--- src/rtl/psi_rx_deframer_pkg.sv ---
// Shared PSI link constants and receiver state encoding.
// The encodings and patterns match the transmitter's IDLE/SOF/DATA/EOF defines.
package psi_rx_deframer_pkg;

   localparam int          PSI_DSIZE    = 32;
   localparam int          PSI_PSIZE    = 128;
   localparam int          PSI_BIT_W    = 5;
   localparam logic [31:0] PSI_SOF_PAT  = 32'h5a5a5a5a;
   localparam logic [31:0] PSI_EOF_PAT  = 32'h0f0f0f0f;
   localparam logic [15:0] PSI_EOF_TAIL = 16'h0f0f;

   typedef enum logic [1:0] {
      ST_HUNT     = 2'd0,
      ST_DATA     = 2'd1,
      ST_EOF_TAIL = 2'd2
   } psi_rx_state_e;

endpackage

--- src/rtl/psi_rx_deframer_shifter.sv ---
// Serial shift register, bit counter and framing-pattern match flags for the PSI receiver.
module psi_rx_shifter
   import psi_rx_deframer_pkg::*;
#(
   parameter logic [31:0] SOF_PAT = PSI_SOF_PAT,
   parameter logic [31:0] EOF_PAT = PSI_EOF_PAT
) (
   input  logic                 s_clk,
   input  logic                 n_rst,
   input  logic                 s_data,
   input  logic                 sr_clr,
   input  logic                 cnt_clr,
   input  logic                 cnt_load16,
   output logic [31:0]          w,
   output logic [PSI_BIT_W-1:0] bit_cnt,
   output logic                 sof_hit,
   output logic                 eof_hit,
   output logic                 tail_hit
);

   logic [31:0]          sr_q, sr_d;
   logic [PSI_BIT_W-1:0] bit_cnt_q, bit_cnt_d;

   // w is the post-shift view, so matches see the bit being sampled this edge
   always_comb begin
      w = {s_data, sr_q[31:1]};
   end

   always_comb begin
      sr_d      = sr_clr ? '0 : w;
      bit_cnt_d = bit_cnt_q + PSI_BIT_W'(1);
      if (cnt_clr) begin
         bit_cnt_d = '0;
      end else if (cnt_load16) begin
         bit_cnt_d = PSI_BIT_W'(16);
      end
   end

   always_ff @(posedge s_clk or negedge n_rst) begin
      if (!n_rst) begin
         sr_q      <= '0;
         bit_cnt_q <= '0;
      end else begin
         sr_q      <= sr_d;
         bit_cnt_q <= bit_cnt_d;
      end
   end

   assign bit_cnt  = bit_cnt_q;
   assign sof_hit  = (w == SOF_PAT);
   assign eof_hit  = (w == EOF_PAT);
   assign tail_hit = (w[31:16] == PSI_EOF_TAIL);

endmodule

--- src/rtl/psi_rx_deframer.sv ---
// PSI serial receiver: hunts SOF, collects LSB-first dwords, emits them until EOF+tail.
// Optional statistics counters are built when PSI_RX_STATS_EN is defined.
//
// state       | meaning
// ------------+------------------------------------------------------------
// ST_HUNT     | idle line, waiting for the SOF dword
// ST_DATA     | collecting a data dword; one dword is held pending until its successor
// ST_EOF_TAIL | EOF dword seen, checking the 16-bit tail halfword
module psi_rx_deframer
   import psi_rx_deframer_pkg::*;
#(
   parameter int          DSIZE   = PSI_DSIZE,
   parameter int          PSIZE   = PSI_PSIZE,
   parameter logic [31:0] SOF_PAT = PSI_SOF_PAT,
   parameter logic [31:0] EOF_PAT = PSI_EOF_PAT
) (
   input  logic             s_clk,
   input  logic             n_rst,
   input  logic             s_data,
   output logic [DSIZE-1:0] data,
   output logic             valid,
   output logic             last,
   output logic             err
`ifdef PSI_RX_STATS_EN
   ,
   output logic [15:0]      pkt_cnt,
   output logic [31:0]      dw_total,
   output logic [7:0]       err_cnt
`endif
);

   localparam int                DW_W    = $clog2(PSIZE + 1);
   localparam logic [DW_W-1:0]   PSIZE_C = DW_W'(PSIZE);

   psi_rx_state_e        state_q, state_d;
   logic [DSIZE-1:0]     pend_q, pend_d;
   logic                 pend_v_q, pend_v_d;
   logic [DW_W-1:0]      dw_cnt_q, dw_cnt_d;
   logic [DSIZE-1:0]     data_q, data_d;
   logic                 valid_q, valid_d;
   logic                 last_q, last_d;
   logic                 err_q, err_d;

   logic [31:0]          w;
   logic [PSI_BIT_W-1:0] bit_cnt;
   logic                 sof_hit, eof_hit, tail_hit;
   logic                 sr_clr, cnt_clr, cnt_load16;
   logic                 word_done, tail_done, accept, ovf;
   logic [DSIZE-1:0]     acc_word;

   psi_rx_shifter #(
      .SOF_PAT (SOF_PAT),
      .EOF_PAT (EOF_PAT)
   ) u_shifter (
      .s_clk      (s_clk),
      .n_rst      (n_rst),
      .s_data     (s_data),
      .sr_clr     (sr_clr),
      .cnt_clr    (cnt_clr),
      .cnt_load16 (cnt_load16),
      .w          (w),
      .bit_cnt    (bit_cnt),
      .sof_hit    (sof_hit),
      .eof_hit    (eof_hit),
      .tail_hit   (tail_hit)
   );

   // A failed tail means the EOF dword was really data; it is accepted like any other dword
   assign word_done = (state_q == ST_DATA) && (bit_cnt == PSI_BIT_W'(31));
   assign tail_done = (state_q == ST_EOF_TAIL) && (bit_cnt == PSI_BIT_W'(15));
   assign accept    = (word_done && !eof_hit) || (tail_done && !tail_hit);
   assign ovf       = (dw_cnt_q == PSIZE_C);
   assign acc_word  = (state_q == ST_EOF_TAIL) ? DSIZE'(EOF_PAT) : DSIZE'(w);

   always_ff @(posedge s_clk or negedge n_rst) begin
      if (!n_rst) begin
         state_q <= ST_HUNT;
      end else begin
         state_q <= state_d;
      end
   end

   always_comb begin
      state_d = state_q;
      case (state_q)
         ST_HUNT: begin
            if (sof_hit) state_d = ST_DATA;
         end
         ST_DATA: begin
            if (word_done) begin
               if (eof_hit)  state_d = ST_EOF_TAIL;
               else if (ovf) state_d = ST_HUNT;
            end
         end
         ST_EOF_TAIL: begin
            if (tail_done) begin
               if (tail_hit || ovf) state_d = ST_HUNT;
               else                 state_d = ST_DATA;
            end
         end
         default: state_d = ST_HUNT;
      endcase
   end

   // Clearing sr on HUNT entry keeps leftover tail bits out of the SOF match
   always_comb begin
      sr_clr     = (state_d == ST_HUNT) && (state_q != ST_HUNT);
      cnt_clr    = (state_d == ST_HUNT) || (state_q == ST_HUNT) || (word_done && eof_hit);
      cnt_load16 = tail_done && !tail_hit;
   end

   always_comb begin
      pend_d   = pend_q;
      pend_v_d = pend_v_q;
      dw_cnt_d = dw_cnt_q;
      data_d   = data_q;
      valid_d  = 1'b0;
      last_d   = 1'b0;
      err_d    = 1'b0;

      if ((state_q == ST_HUNT) && sof_hit) begin
         pend_v_d = 1'b0;
         dw_cnt_d = '0;
      end

      if (accept) begin
         if (ovf) begin
            err_d    = 1'b1;
            pend_v_d = 1'b0;
         end else begin
            if (pend_v_q) begin
               valid_d = 1'b1;
               data_d  = pend_q;
            end
            pend_d   = acc_word;
            pend_v_d = 1'b1;
            dw_cnt_d = dw_cnt_q + DW_W'(1);
         end
      end

      if (tail_done && tail_hit) begin
         if (pend_v_q) begin
            valid_d = 1'b1;
            last_d  = 1'b1;
            data_d  = pend_q;
         end else begin
            err_d = 1'b1;
         end
         pend_v_d = 1'b0;
      end
   end

   always_ff @(posedge s_clk or negedge n_rst) begin
      if (!n_rst) begin
         pend_q   <= '0;
         pend_v_q <= 1'b0;
         dw_cnt_q <= '0;
         data_q   <= '0;
         valid_q  <= 1'b0;
         last_q   <= 1'b0;
         err_q    <= 1'b0;
      end else begin
         pend_q   <= pend_d;
         pend_v_q <= pend_v_d;
         dw_cnt_q <= dw_cnt_d;
         data_q   <= data_d;
         valid_q  <= valid_d;
         last_q   <= last_d;
         err_q    <= err_d;
      end
   end

   assign data  = data_q;
   assign valid = valid_q;
   assign last  = last_q;
   assign err   = err_q;

`ifdef PSI_RX_STATS_EN
   logic [15:0] pkt_cnt_q, pkt_cnt_d;
   logic [31:0] dw_total_q, dw_total_d;
   logic [7:0]  err_cnt_q, err_cnt_d;

   // pkt_cnt and dw_total wrap; err_cnt saturates
   always_comb begin
      pkt_cnt_d  = pkt_cnt_q;
      dw_total_d = dw_total_q;
      err_cnt_d  = err_cnt_q;
      if (valid_d && last_d)              pkt_cnt_d  = pkt_cnt_q + 16'd1;
      if (valid_d)                        dw_total_d = dw_total_q + 32'd1;
      if (err_d && (err_cnt_q != 8'hff))  err_cnt_d  = err_cnt_q + 8'd1;
   end

   always_ff @(posedge s_clk or negedge n_rst) begin
      if (!n_rst) begin
         pkt_cnt_q  <= '0;
         dw_total_q <= '0;
         err_cnt_q  <= '0;
      end else begin
         pkt_cnt_q  <= pkt_cnt_d;
         dw_total_q <= dw_total_d;
         err_cnt_q  <= err_cnt_d;
      end
   end

   assign pkt_cnt  = pkt_cnt_q;
   assign dw_total = dw_total_q;
   assign err_cnt  = err_cnt_q;
`endif

endmodule

--- config.mk ---
export PLATFORM = sky130hd
export DESIGN_NAME = psi_rx_deframer
export DESIGN_NICKNAME = d
export VERILOG_FILES = /design/src/rtl/psi_rx_deframer_pkg.sv /design/src/rtl/psi_rx_deframer_shifter.sv /design/src/rtl/psi_rx_deframer.sv
export SDC_FILE = /design/constraint.sdc
export NUM_CORES = 1
export LEC_CHECK = 0
export ABC_CLOCK_PERIOD_IN_PS = 3200
export CAP_MARGIN = 40
export CORE_MARGIN = 2
export CORE_UTILIZATION = 50
export DETAILED_ROUTE_END_ITERATION = 12
export GPL_ROUTABILITY_DRIVEN = 1
export GPL_TIMING_DRIVEN = 0
export PLACE_DENSITY = 0.7
export SLEW_MARGIN = 10
export SYNTH_ARGS = -nofsm -noshare
export SYNTH_HDL_FRONTEND = slang
export SYNTH_SLANG_ARGS = --single-unit
--- constraint.sdc ---
create_clock -name s_clk -period 3.2 [get_ports s_clk]
set_input_delay 0.64 -clock s_clk [delete_from_list [all_inputs] [get_ports s_clk]]
set_output_delay 0.64 -clock s_clk [all_outputs]
set_load 0.005 [all_outputs]
# After elaboration in Yosys (flattened, before gate mapping)
# Cells that the tools add are included.
[totals]
register_bits = 115
latch_bits = 0
ram_bits = 0
rom_bits = 0
inputBits = 3
output_inout_bits = 35
memories = 0
[classes]
add_sub_neg = 2
mul = 0
n_div = 0
order_cmp = 0
n_eq_ne = 8
shifts = 0
n_mux = 33
n_bitwise = 1
n_reduce_logical = 19
[op_table]
columns = ["operator", "n"]
rows = [
  ["$mux 32", 7],
  ["$eq 32x28->1 const B", 1],
  ["$eq 32x31->1 const B", 1],
  ["$mux 8", 3],
  ["$eq 16x12->1 const B", 1],
  ["$mux 1", 15],
  ["$mux 2", 5],
  ["$mux 5", 2],
  ["$add 8x1->8 const B", 1],
  ["$eq 8x8->1 const B", 1],
  ["$logic_and 1x1->1", 8],
  ["$pmux 2 s3", 1],
  ["$add 5x1->5 const B", 1],
  ["$eq 5x4->1 const B", 1],
  ["$eq 5x5->1 const B", 1],
  ["$logic_not 2->1", 2],
  ["$logic_or 1x1->1", 4],
  ["$reduce_bool 3->1", 1],
  ["$eq 2x1->1 const B", 1],
  ["$eq 2x2->1 const B", 1],
  ["$logic_not 1->1", 2],
  ["$reduce_and 2->1", 1],
  ["$reduce_bool 2->1", 1],
  ["$not 1->1", 1],
]

# Logic depth before layout (Yosys ltp)
# Gate-level depths: netlist (run 1).
[logic_depth]
depth_word = 9
depth_mapped = 10
ltp_nobuf = 8

# Modules after synthesis
# Synthesis (run 1) repeated with hierarchy kept, for this count alone.
[unflattened]
hier_cells = 382
hier_area_um2 = 4798.4
[modules_own_cells]
columns = ["module", "instances", "cells_per_inst", "area_each_um2", "seq_area_each_um2"]
rows = [
  ["psi_rx_deframer", 1, 278, 3433.3, 1951.9],
  ["psi_rx_shifter", 1, 104, 1365.1, 900.9],
]

# Least setup slack after synthesis (run 1)
# No wires, ideal clock.
[synth_path]
kind = "input -> register"
startpoint = "in s_data"
endpoint = "reg u_shifter.sr_q[10]"
setup_ns = 0.119
t_arrival_ns = 2.186
required_time_ns = 3.081
path_slack_ns = 0.895
path_stages = 7
path_buffers = 2
cell_sequence = "and4bb_2 > nand4_1 > buf_2 > a32o_1 > o41a_1 > clkbuf_2 > and2_1"
[synth_via]
elab_chain_cells = 8
word_cells_on_any_way = 13
cone_classes = "3 x eq/ne; 7 x mux; 3 x reduce/logical"
[synth_lines]
columns = ["item", "line_no", "source"]
rows = [
  ["start: declaration", "psi_rx_deframer.sv:19", "input logic s_data,"],
  ["$eq 16x12->1", "psi_rx_deframer_shifter.sv:52", "assign tail_hit = (w[31:16] == PSI_EOF_TAIL);"],
  ["$logic_or 1x1->1", "psi_rx_deframer.sv:97", "if (tail_hit || ovf) state_d = ST_HUNT;"],
  ["$mux 1", "psi_rx_deframer.sv:97", ""],
  ["$mux 2", "psi_rx_deframer.sv:96", "if (tail_done) begin"],
  ["$pmux 2 s3 (*)", "psi_rx_deframer.sv:85", "case (state_q)"],
  ["$logic_not 2->1 (*)", "psi_rx_deframer.sv:107", "sr_clr = (state_d == ST_HUNT) && (state_q != ST_HUNT);"],
  ["$logic_and 1x1->1 (*)", "psi_rx_deframer.sv:107", ""],
  ["$mux 32 (*)", "psi_rx_deframer_shifter.sv:30", "sr_d = sr_clr ? '0 : w;"],
  ["named net u_shifter.sr_d[10]", "psi_rx_deframer_shifter.sv:21", "logic [31:0] sr_q, sr_d;"],
  ["end signal: assignment", "psi_rx_deframer_shifter.sv:44", "sr_q <= sr_d;"],
  ["end: declaration", "psi_rx_deframer_shifter.sv:21", ""],
]
# Mark *: on every way through the listed nets, which the timed path passes. The rest lies on a longest branch.
# A chain may end at the register's enable or synchronous reset.

# Final worst setup path (run 1)
[layout_path]
startpoint = "in s_data"
endpoint = "reg pend_q[19]"
[layout_via]
elab_chain_cells = 5
word_cells_on_any_way = 8
cone_classes = "2 x eq/ne; 6 x reduce/logical"
[layout_lines]
columns = ["item", "line_no", "source"]
rows = [
  ["$eq 32x28->1 or $eq 16x12->1 (tied branches)", "psi_rx_deframer_shifter.sv:51, psi_rx_deframer_shifter.sv:52", ""],
  ["$logic_not 1->1", "psi_rx_deframer.sv:71", "assign accept = (word_done && !eof_hit) || (tail_done && !tail_hit);"],
  ["$logic_and 1x1->1", "psi_rx_deframer.sv:71", ""],
  ["$logic_or 1x1->1 (*)", "psi_rx_deframer.sv:71", ""],
  ["$reduce_and 2->1 (no line) (*)", "--", ""],
  ["end signal: assignment", "psi_rx_deframer.sv:163", "pend_q <= pend_d;"],
  ["end: declaration", "psi_rx_deframer.sv:36", "logic [DSIZE-1:0] pend_q, pend_d;"],
]
# Mark *: on every way between the ends. The rest lies on a longest branch, timed or not.

==> results of run 1 <==
## critical path: stages
cell and delay [ps]:
clkdlybuf4s50_1 540, and4bb_2 270, nand4_1 120, buf_2 230, a22oi_2 160, nor2_1 490
clkbuf_1 410, a31oi_1 150
## cell families after synthesis
group,count (synthesis),synth area share
simple gates,113,0.1421
mux,34,0.08032
compound gates,91,0.1118
flops,114,0.6024
xor+xnor,2,0.003699
fa+ha+maj,5,0.01321
buf+inv,50,0.04650
## worst max path at each step
stage,end,slack [ps],depth (start not counted)
finish,pend_q[19],540,8
global placement,async pin,-2740,1
global route,pend_q[10],260,9
floorplan,u_shifter.sr_q[10],890,7
detailed placement,pend_q[26],80,8
CTS,pend_q[10],570,8
## power groups by stage
stage                     logic [mW]  registers [mW]  clock network, mW
final                         0.0639            1.48               1.77
after global routing          0.0746            1.48               1.86
after CTS                     0.0664            1.48               1.78
after detailed placement      0.0663            1.51                  0
after global placement        0.0600            1.51                  0
after floorplan               0.0258            1.50                  0
## per-stage QoR
step,setup slack (ps),util,TNS [ps]
after CTS,569.3,0.6342,0
after floorplan,894.5,-,0
after global placement,-2736,0.5703,-311350
after global routing,260.3,0.6342,0
final,537.2,0.6342,0
after detailed placement,78.52,0.5735,0
## area by class of cell
class / count / area, um^2 / area share
flip-flops and latches: 114 / 2853 / 0.4892
multi-input cells: 245 / 1663 / 0.2851
clock buffers: 19 / 421.7 / 0.07230
repair buffers: 38 / 399.1 / 0.06844
well taps: 111 / 138.9 / 0.02381
clock inverters: 13 / 136.4 / 0.02339
plain buffers: 24 / 122.6 / 0.02103
inverters: 26 / 97.59 / 0.01673
## layout by cell type, fill, tap and decap left out, types with 5 or more instances in the layout
cell               n
nand2_1           29
inv_1             25
o21ai_0           39
buf_2              5
a21oi_1           23
ha_1               5
a31oi_1           16
nor3_1             7
and2_1            31
nor2_1             7
clkdlybuf4s50_1   36
mux2_2            32
and4bb_2           8
nand2b_1           5
clkbuf_16         16
nand4_1            6
clkbuf_1          15
dfrtp_1          114
## routing by layer
layer,vias to the layer above,global-route usage
met2,78,0.3362
met4,0,0.06965
met3,7,0.06142
met1,1663,0.2989
met5,-,0
li1,1540,-
==> results.md, run 1 <==
- Core area: slightly above 9000 um^2
- P_leak: ~2.8 nW
- Sequential area share after synthesis: 0.6024
- R2R Setup Slk: 560 ps
- RSZ-0062 raised after global routing: no
- Sequential power share: 0.447
- P&R area growth vs syn: 23.14%
- Detailed placement HPWL: a little under 7000 um
- Combinational share of power: 0.019
- Htree depth: 4
- Clk_skew: 9.965 ps
- Total wire length after detailed routing: a little under 10000 um
- ANT cells: 0
- Final std cells w/o fill: 590
- Final period utilization: 0.8321
- Top_reg_cell synth: dfrtp_1
- Final Hold Fails: 0
- CTS Buffer Depth: 2
- Area post-placement: around 5300 um^2
- CTS tree: done
- Critical path data arrival time: a little over 3000 ps
- Initial antenna violation count: 0
- Largest net degree at the start of global routing: 60
- Worst setup EP type: flop
- CP startpoint: s_data
- Hold_ws: between 80 and 90 ps
- Tightest Hold Check Type: input port to async pin
- Die Width: between 100 and 150 um
- Async S/R FF share, synth: 1.000
- Worst-Skew Late Latency: about 510 ps
- Fmax: approximately 380 MHz
- Final setup fails: 0
- Cell taking the most area after synthesis: dfrtp_1
- WL per Instance: ~17 um
- EDFF count, synth: 0
- Via count: around 3.3k
- M1 WL: 4584 um
- DRC: 0
- Yosys warns: 0
- Clock Sink Count: around 110
- Crit Path Category: input port to flop
- Die Span Y: about 100 um
- Worst reg2reg path endpoint: pend_q[19]
- Clk pwr share: 0.533
- Max Cap Violations: 0
- Startpoint Class: input port
- Reg2reg start: u_shifter.bit_cnt[0]
- Syn Inst Count: between 400 and 500
- Via-to-Cell Ratio: between 5 and 6
- DIE AREA: a little over 10000 um^2
- Most frequent cells after synthesis: dfrtp_1, o21ai_0, mux2_2
- Synth top area cells: dfrtp_1, mux2_2, o21ai_0
- WP data required: around 3600 ps
- Placed cells: about 560
- Fin area: around 5800 um^2
- Mean post-synth cell area: around 12 um^2
- TritonRoute pass-1 iters: 4
- PwrDens: 568.4 nW/um^2
- Most common cell in the synthesized netlist: dfrtp_1
- Met3 wire len: between 400 and 500 um
- 1st-iter DRT viols: 133
- Flops & latches, synth: about 110
- Global-route wire length before repair: 16990 um
- Synth Net Count: around 420
- GRT Util Overall: 0.2169
- Final ANT Viol Nets: 0
- Cts repair resizes: 0
- Sw Pwr: 0.7233 mW
- Design Power: between 3 and 4 mW
- Vias in the first global route: approximately 3.3k
- Post-Syn Area: about 4700 um^2
- Final Slew Violations: 0
- Layout cell share with drive strength beyond 1: 0.1775
- Peak supply drop: around 440 uV
- Yosys cell types: 45
- Boundary pin count: 38
- GR Overflow Total: 0
- Starting Density: 0.5150
- R2R depth: 9
- Worst-Margin Slew: ~700 ps
- Slew headroom: 0.5317
- Row Count: 35
- Hold_buf cts: 0
- RePlAce Congestion: around 0.92
- Cell Int Power: 2.591 mW
- # Post-CTS Setup Buffers: 0
- Nets: roughly 470
- CP max FO: 10
- Clock Pin Slew Worst Setup and Hold Paths: around 60 ps
- Final critical-path required period: around 2700 ps
- Fillers: roughly 720
- CTS Root Buffer Type: clkbuf_8
- Sw Share: 0.2182
- Top sig layer: met4
- I/O Buffers: 37
- Met2 routed WL: roughly 4800 um
- Synth top area share: 0.6024
- Total CTS buffers: 17
- Status: finished clean
No activity file was read; power rests on OpenSTA's default activity.
==> run 2, diff against run 1 <==
--- a/config.mk
+++ b/config.mk
@@ -5,7 +5,7 @@
 export SDC_FILE = /design/constraint.sdc
 export NUM_CORES = 1
 export LEC_CHECK = 0
-export ABC_CLOCK_PERIOD_IN_PS = 3200
+export ABC_CLOCK_PERIOD_IN_PS = 2560
 export CAP_MARGIN = 40
 export CORE_MARGIN = 2
 export CORE_UTILIZATION = 50
==> constraint.sdc (replaced) <==
create_clock -name s_clk -period 2.56 [get_ports s_clk]
set_input_delay 0.512 -clock s_clk [delete_from_list [all_inputs] [get_ports s_clk]]
set_output_delay 0.512 -clock s_clk [all_outputs]
set_load 0.005 [all_outputs]
==> run 2 against run 1 <==
Effect of this change:
- flip-flop and latch count stayed put
- critical path depth is 1 higher
- worst setup slack worse by 430 ps
- combinational power is 27% higher
- wire length is 0.62% higher
- register-to-register slack worse by 450 ps
- worst hold slack better by 400 ps
- clock skew is 3.8 ps lower
- sequential share of layout area is 0.27 points lower
- global-route usage stayed put
- core utilization is 0.35 points higher
==> results.md, run 2 (synthesized netlist as in run 1, its figures left out) <==
- Nets: 476 (+0.42%)
- Reg2reg start: u_shifter.bit_cnt[0]
- Worst slack at placement: -433.5 ps (-512.0 ps)
- Most common cell after layout, fill and taps aside: dfrtp_1
- Setup TNS: 0 ps (unchanged)
- CTS Buffer Depth: 2 (unchanged)
- Global-route wire length before repair: 16970 um (-0.12%)
- CP startpoint: s_data
- 1st-iter DRT viols: 122 (-8.3%)
- Hold Path Cell Cnt: 1
- Final period utilization: 0.9599
- P_leak: 2.779 nW (+0.60%)
- Design Power: 4.147 mW (+25%)
- R2R Setup Slk: 110 ps (-450 ps)
- TritonRoute pass-1 iters: 5 (+1)
- Status: finished clean
- WL per Instance: 16.90 um (+0.28%)
- RePlAce Congestion: 0.9162 (unchanged)
- Htree depth: 4 (unchanged)
- GR Overflow Total: 0 (unchanged)
- Tightest Hold Check Type: flop to flop
- P&R area growth vs syn: 23.83%
- DIE AREA: 10270 um^2 (unchanged)
- Final Hold Fails: 0 (unchanged)
- HP Start: u_shifter.bit_cnt[0]
- Hold_ws: 480.9 ps (+396.2 ps)
- CTS Root Buffer Type: clkbuf_8
- Max Cap Violations: 0 (unchanged)
- R2R depth: 10 (+1)
- Final critical-path required period: 2457 ps
- Worst-Margin Slew: 721.8 ps (+25.73 ps)
- Final ANT Viol Nets: 0 (unchanged)
- Peak supply drop: 552.0 uV (+25%)
- Clock Pin Slew Worst Setup and Hold Paths: 60 ps (about the same)
- Most frequent cells in the layout: dfrtp_1, o21ai_0, clkdlybuf4s50_1
- Critical path data arrival time: 2850 ps (-170 ps)
- Crit-path cells: clkdlybuf4s50_1 > and4bb_2 > nand4_1 > buf_2 > o21ai_0 > a221o_1 > buf_2 > buf_6 > mux2_2
- Die Width: 101.3 um (unchanged)
- Clk_skew: 6.196 ps (-3.769 ps)
- Via count: 3319 (+0.94%)
- I/O Buffers: 37 (unchanged)
- Crit Path Category: input port to flop
- Fillers: 715 (-0.14%)
- Final Slew Violations: 0 (unchanged)
- Total wire length after detailed routing: 10000 um (+0.62%)
- Startpoint Class: input port
- ANT cells: 0 (unchanged)
- Largest net degree at the start of global routing: 60 (unchanged)
- Starting Density: 0.5150 (unchanged)
- Final setup fails: 0 (unchanged)
- Clock Sink Count: 114 (unchanged)
- Fmax: roughly 410 MHz
- DRC: 0 (unchanged)
- Die Span Y: 101.3 um (unchanged)
- Critical Path Max Stage Delay: 480 ps (-60 ps)
- GRT Util Overall: 0.2169 (unchanged)
- PwrDens: 707.1 nW/um^2 (+24%)
- Slowest cell on crit path: clkdlybuf4s50_1
- Total CTS buffers: 17 (unchanged)
- CP most frequent cell: buf_2
- Layout cell share with drive strength beyond 1: 0.1933 (+0.01589)
- WP data required: 2960 ps (-600 ps)
- CP max FO: 10 (unchanged)
- Via-to-Cell Ratio: 5.606 (+0.60%)
- Core Util, Final: 0.6377 (+0.003537)
- Boundary pin count: 38 (unchanged)
- CTS tree: done
- Worst setup EP type: flop
- Core area: 9196 um^2 (unchanged)
- Worst-case hold path end point: u_shifter.bit_cnt[0]
- Detailed placement HPWL: 6724 um (unchanged)
- Slew headroom: 0.5120 (-0.01966)
- Worst-Skew Late Latency: 510 ps (about the same)
- Initial antenna violation count: 0 (unchanged)
- Row Count: 35 (unchanged)
- Vias in the first global route: 3332 (+0.30%)
- Final worst slack: 102.6 ps (-434.6 ps)
==> run 2: cell count changes in the layout (fill, tap and decap cells not counted) <==
cell / before / now
clkbuf_2: 3 / 5
buf_4: 0 / 1
nor2_1: 7 / 5
nor2_2: 1 / 3
ha_2: 0 / 1
buf_2: 5 / 6
clkbuf_4: 0 / 1
dlygate4sd3_1: 0 / 1
clkbuf_1: 15 / 11
ha_1: 5 / 4
==> run 2: metal layers <==
layer | global-route usage | routed length (um) | vias up
li1 | - | - | 1556
met1 | 0.2989 | 4632 | 1670
met2 | 0.3367 | 4836 | 81
met3 | 0.06073 | 433 | 12
met4 | 0.06965 | 102 | 0
met5 | 0 | 0 | -
==> run 2: report_power, final <==
group | total (mW) | internal, mW | leakage, nW | switching [mW]
registers | 1.85 | 1.83 | 1.51 | 0.0248
clock network | 2.21 | 1.38 | 0.264 | 0.831
logic | 0.0812 | 0.0307 | 1.00 | 0.0504
total | 4.15 | 3.24 | 2.78 | 0.907
==> run 2: layout make-up <==
type                            instances  area (um^2)  share of cell area
Clock buffer                           19        421.7             0.07190
Sequential cell                       114         2853              0.4865
Tap cell                              111        138.9             0.02368
Inverter                               26        97.59             0.01664
Clock inverter                         13        136.4             0.02326
Buffer                                 24        130.1             0.02219
Multi-Input combinational cell        245         1670              0.2848
Timing Repair Buffer                   40        416.7             0.07105
==> run 2: through the flow <==
step / area, um^2 / instances
global placement: 5245 / 557
global route: 5864 / 592
floorplan: 4736 / 409
CTS: 5846 / 591
detailed placement: 5274 / 558
finish: 5864 / 592
==> run 2: critical path, delay by kind of cell <==
kind                   cells  cell delay (ps)
buffers and inverters      4             1150
AOI/OAI and AO/OA          2              360
muxes                      1              350
and+or+nand+nor            2              480
==> run 2: how the worst max path moves through the flow <==
stage | endpoint | cells after the start
floorplan | u_shifter.sr_q[10] | 9
CTS | pend_q[23] | 9
global placement | async pin | 1
global route | u_shifter.sr_q[14] | 9
finish | flop | 9
detailed placement | pend_q[26] | 8
==> run 2: what timing repair did <==
item,4_1_cts,5_1_grt
setup endpoints to repair,10,81
gates resized for setup,2,11
pin swaps,0,1
endpoints found under the hold margin,55,0
buffers inserted,0,1
hold buffers,1,0
